--- src/rtl/data_mem_ctrl.sv ---
// Data-side memory controller: word-addressed RAM behind a processor Memory stage.
// The request is stalled through DataWaitreq for a fixed number of wait states per op type.
module data_mem_ctrl #(
  parameter int WORD_SIZE     = 16,
  parameter int ADDR_BITS     = 8,
  parameter int READ_LATENCY  = 2,
  parameter int WRITE_LATENCY = 1
) (
  input  logic                 Clock,
  input  logic                 Reset,
  input  logic [WORD_SIZE-1:0] DataAddr,
  input  logic [WORD_SIZE-1:0] DataOut,
  input  logic                 ReadData,
  input  logic                 WriteData,
  output logic [WORD_SIZE-1:0] DataIn,
  output logic                 DataWaitreq,
  output logic                 ErrorFlag,
  output logic [15:0]          WaitCycles
);
  typedef enum logic {S_IDLE, S_WAIT} state_e;

  localparam logic [3:0] RD_LAT = 4'(READ_LATENCY);
  localparam logic [3:0] WR_LAT = 4'(WRITE_LATENCY);

  state_e               state_q, state_d;
  logic [3:0]           cnt_q, cnt_d;
  logic [ADDR_BITS-1:0] addr_q, addr_d;
  logic [WORD_SIZE-1:0] data_q, data_d;
  logic                 wr_q, wr_d;
  logic                 err_q, err_d;
  logic [15:0]          wait_q, wait_d;
  logic [WORD_SIZE-1:0] mem [2**ADDR_BITS];

  logic                 req, waitreq, done, done_wr;
  logic [3:0]           lat;
  logic [ADDR_BITS-1:0] done_addr;
  logic [WORD_SIZE-1:0] done_data;

  // Upper address bits alias onto the RAM and are deliberately dropped.
  logic unused_addr;
  assign unused_addr = ^DataAddr[WORD_SIZE-1:ADDR_BITS];

  always_comb begin
    req       = ReadData | WriteData;
    lat       = WriteData ? WR_LAT : RD_LAT;
    state_d   = state_q;
    cnt_d     = cnt_q;
    addr_d    = addr_q;
    data_d    = data_q;
    wr_d      = wr_q;
    waitreq   = 1'b0;
    done      = 1'b0;
    done_wr   = WriteData;
    done_addr = DataAddr[ADDR_BITS-1:0];
    done_data = DataOut;
    case (state_q)
      S_IDLE: begin
        if (req) begin
          if (lat == 4'd0) begin
            done = 1'b1;
          end else begin
            waitreq = 1'b1;
            addr_d  = DataAddr[ADDR_BITS-1:0];
            data_d  = DataOut;
            wr_d    = WriteData;
            cnt_d   = lat - 4'd1;
            state_d = S_WAIT;
          end
        end
      end
      S_WAIT: begin
        // Only the latched request matters here; live inputs only signal abort.
        done_wr   = wr_q;
        done_addr = addr_q;
        done_data = data_q;
        if (!req) begin
          state_d = S_IDLE;
        end else if (cnt_q != 4'd0) begin
          waitreq = 1'b1;
          cnt_d   = cnt_q - 4'd1;
        end else begin
          done    = 1'b1;
          state_d = S_IDLE;
        end
      end
      default: state_d = S_IDLE;
    endcase
    if (Reset) begin
      waitreq = 1'b0;
      done    = 1'b0;
    end
    err_d  = err_q | (ReadData & WriteData);
    wait_d = (waitreq && wait_q != 16'hFFFF) ? wait_q + 16'd1 : wait_q;
  end

  always_ff @(posedge Clock) begin
    if (Reset) begin
      state_q <= S_IDLE;
      cnt_q   <= '0;
      addr_q  <= '0;
      data_q  <= '0;
      wr_q    <= 1'b0;
      err_q   <= 1'b0;
      wait_q  <= '0;
    end else begin
      state_q <= state_d;
      cnt_q   <= cnt_d;
      addr_q  <= addr_d;
      data_q  <= data_d;
      wr_q    <= wr_d;
      err_q   <= err_d;
      wait_q  <= wait_d;
    end
  end

  always_ff @(posedge Clock) begin
    if (done && done_wr) mem[done_addr] <= done_data;
  end

  assign DataIn      = (done && !done_wr) ? mem[done_addr] : '0;
  assign DataWaitreq = waitreq;
  assign ErrorFlag   = err_q;
  assign WaitCycles  = wait_q;
endmodule

--- config.mk ---
export PLATFORM = sky130hd
export DESIGN_NAME = data_mem_ctrl
export DESIGN_NICKNAME = d
export VERILOG_FILES = /design/src/rtl/data_mem_ctrl.sv
export SDC_FILE = /design/constraint.sdc
export NUM_CORES = 2
export LEC_CHECK = 0
export CORE_AREA = 10 10 674 543
export CTS_BUF_LIST = sky130_fd_sc_hd__clkbuf_8
export DETAILED_ROUTE_END_ITERATION = 8
export DIE_AREA = 0 0 684 553
export SLEW_MARGIN = 10
export SYNTH_ARGS = -nofsm -noshare
export SYNTH_HDL_FRONTEND = slang
export SYNTH_SLANG_ARGS = --single-unit
--- constraint.sdc ---
create_clock -name Clock -period 10.34 [get_ports Clock]
set_input_delay 1.034 -clock Clock [delete_from_list [all_inputs] [get_ports Clock]]
set_output_delay 1.034 -clock Clock [all_outputs]
set_load 0.03 [all_outputs]
==> flow_summary.toml <==
[floorplan]
floorplan.initialDensity_pct = 44.8
die_x_um = 684
pin_count = 70
die_h_um = 553
rows = 195
core_area_sq_mm = 0.352
die_area_sq_mm = 0.378

[synthesis]
synthCells = 7434
syn-mean-instance-area_sq_um = 21.2
syn_area_sq_mm = 0.158
async_flop_share_pct = 0
ys_types = 53
synth_edf_count = 4096
synth-seq-cells = 4143
yosysSeqAreaShare_pct = 78.5
ys.warnings.count = 0
syn_nets = 7472
synth_flop_cell = "edfxtp_1"

[sta]
fin_crit_sh_pct = 85.5
whs_ns = 0.471
slew_viol_final = 0
hold_viol_final = 0
layout_min_cycle_time_ns = 8.84
setup_slack_ns = 1.50
tns_ns = 0
maxSlewHeadroom_pct = 9.36
fmax_mhz = 113
worstMarginPinSlew_ns = 1.35
grt_setup_unrepaired = "no"
clock_skew_ns = 0.0808
setup_viol = 0

[worst_hold_path]
hold_class = "flop to flop"
min_delay_path_depth = 2

[drt]
drtAntennaViolNets = 0
vias_per_cell = 6.07
drc = 0
drtIter0Drc = 10600
routed_wl_mm = 434
post_drt_wl_per_cell_um = 32.5
vias = 80900
dr.pass1.iters = 6

[placed_design]
place_inst = 12200
routabilityCongestion = 0.833
pre_cts_ws_ns = 2.13
detailed_place_hpwl_mm = 252
io_buffers = 61

[clock_network]
cts.sinks = 4143
clock_latency_ns = 1.11
root_buffer = "clkbuf_8"
clockBufferDepth = 4
cts_hold_buf = 0
cts_tree = "yes"
cts_resized = 0
clk_pin_slew_worst_paths_ns = 0.07
htreeDepth = 6
cts-buffers-inserted = 630
post_cts_buffers = 0

[global_routing]
grt_pass1_wl_mm = 608
grt_max_degree = 130
antenna_found_initial = 27
grt_usage_pct = 22.3
grt_pass1_vias = 79400
overflow = 0

[power]
p_per_area_mw_per_mm2 = 194
peakVddDrop_uv = 111
total_power_uw = 34400
p_leak_uw = 0.0550

[critical_path]
reg2regPathDepth = 8
crit_slowest_cell = "nor2_4"
cp_max_fo = 39
cp_common_cell = "buf_4"
cp-start-kind = "flop"
cp_top_family = "compound AO/OA/AOI/OAI gates"
cp.depth = 10
crit_chain = "buf_4 > nor3_1 > nor2_4 > buf_4 > o22ai_1 > o21ai_0 > a41oi_1 > a21oi_1 > nor4b_2 > clkdlybuf4s50_1"
critPathArrivalTime_ns = 7.81
cp_data_required_time_ns = 9.31
slowest_delay_ns = 0.97
cp-end-kind = "output port"
worstSetupPathType = "flop to output port"
cp_num_buf_inv = 3

[final_layout]
final_common_cell = "edfxtp_1"
final_nets = 8157
syn_to_final_growth_pct = 12.2
stdcell_count = 13300
mostFrequentLayoutCells = "edfxtp_1 (4096), mux4_2 (884), clkbuf_8 (642), buf_4 (402), nand2_1 (398)"
drive_above_1_share_pct = 25.1

[flow_run]
maxCapViolCount = 0

[run_status]
status = "finished clean"
-- worst paths after layout --
kind / start / to / slack (ns)
worst max-delay path: state_q$_DFF_P_ / DataIn[5] / 1.50
worst min-delay path: data_q[0]$_SDFFE_PP0P_ / data_q[0]$_SDFFE_PP0P_ / 0.47
worst max register to register: state_q$_DFF_P_ / mem[149][7]$_DFFE_PP_ / 4.93
worst min register to register: data_q[0]$_SDFFE_PP0P_ / data_q[0]$_SDFFE_PP0P_ / 0.47
-- cells in the mapped netlist (6+ instances only) --
master	instances	share of area [%]
a21oi_1	54	0.17
a31oi_1	9	0.036
a32oi_1	132	0.73
a41oi_1	68	0.38
buf_1	32	0.076
buf_2	123	0.39
buf_4	63	0.30
buf_6	60	0.43
buf_8	8	0.076
clkbuf_1	155	0.37
dfxtp_1	47	0.60
edfxtp_1	4096	78
inv_1	6	0.014
mux2_2	16	0.11
mux2i_1	150	0.95
mux4_2	884	13
nand2_1	417	0.99
nand2b_1	6	0.024
nand3_1	11	0.035
nand3b_1	7	0.033
nand4_1	12	0.048
nor2_1	313	0.74
nor3_1	16	0.051
nor4_1	8	0.032
o21a_1	6	0.029
o21ai_0	263	0.83
o21ai_1	7	0.022
o22ai_1	392	1.6
o41ai_1	8	0.044
or3_1	11	0.044
xor2_1	10	0.056
-- routing by layer --
layer	global-route usage (%)	share of wire [%]	vias up
met5	0.164	0.038	-
met4	6.43	2.9	12
met3	6.31	11	701
met2	33.0	45	4457
met1	32.3	41	43100
li1	-	-	32700
-- stage by stage --
step / util [%] / cell area [sq um]
after floorplan: - / 158000
after global placement: 47.1 / 166000
after detailed placement: 47.1 / 166000
after CTS: 50.3 / 177000
after global routing: 50.3 / 177000
final: 50.3 / 177000
-- registers in the layout (all words and copies together) (netlist names) --
name / cells
data_q: 16
state_q: 1
wr_q: 1
ErrorFlag: 1
cnt_q: 4
addr_q: 8
WaitCycles: 16
mem: 4096
-- power by group --
group	switching (uW)	internal, uW
Sequential	17.2	18800
Combinational	2250	1060
Clock	6260	5990
Total	8530	25900
-- final cells by class --
type	count	area, sq um
multi-input combinational	2843	31800
inverter	6	22.5
timing repair buffer	495	4250
clock inverter	461	2210
antenna	13	32.5
sequential	4143	124000
tap	4728	5920
clock buffer	642	8840
fill	28100	175000
-- cells by family (layout without fill, tap and decap cells) --
family	Yosys count	in the layout	share of synthesized area, %
simple gates	825	825	2.13
mux	1052	1052	13.7
other cells	0	13	0
xor+xnor	15	15	0.0833
compound gates	949	949	3.85
buf+inv	448	1604	1.67
fa+ha+maj	2	2	0.0159
flops	4143	4143	78.5
-- tightest hold or removal path: stages, from the launching register on --
cell,delay (ns)
dfxtp_1,0.32
nand2_1,0.05
a21oi_1,0.05
Note: power is estimated with default switching activity, not from simulation.
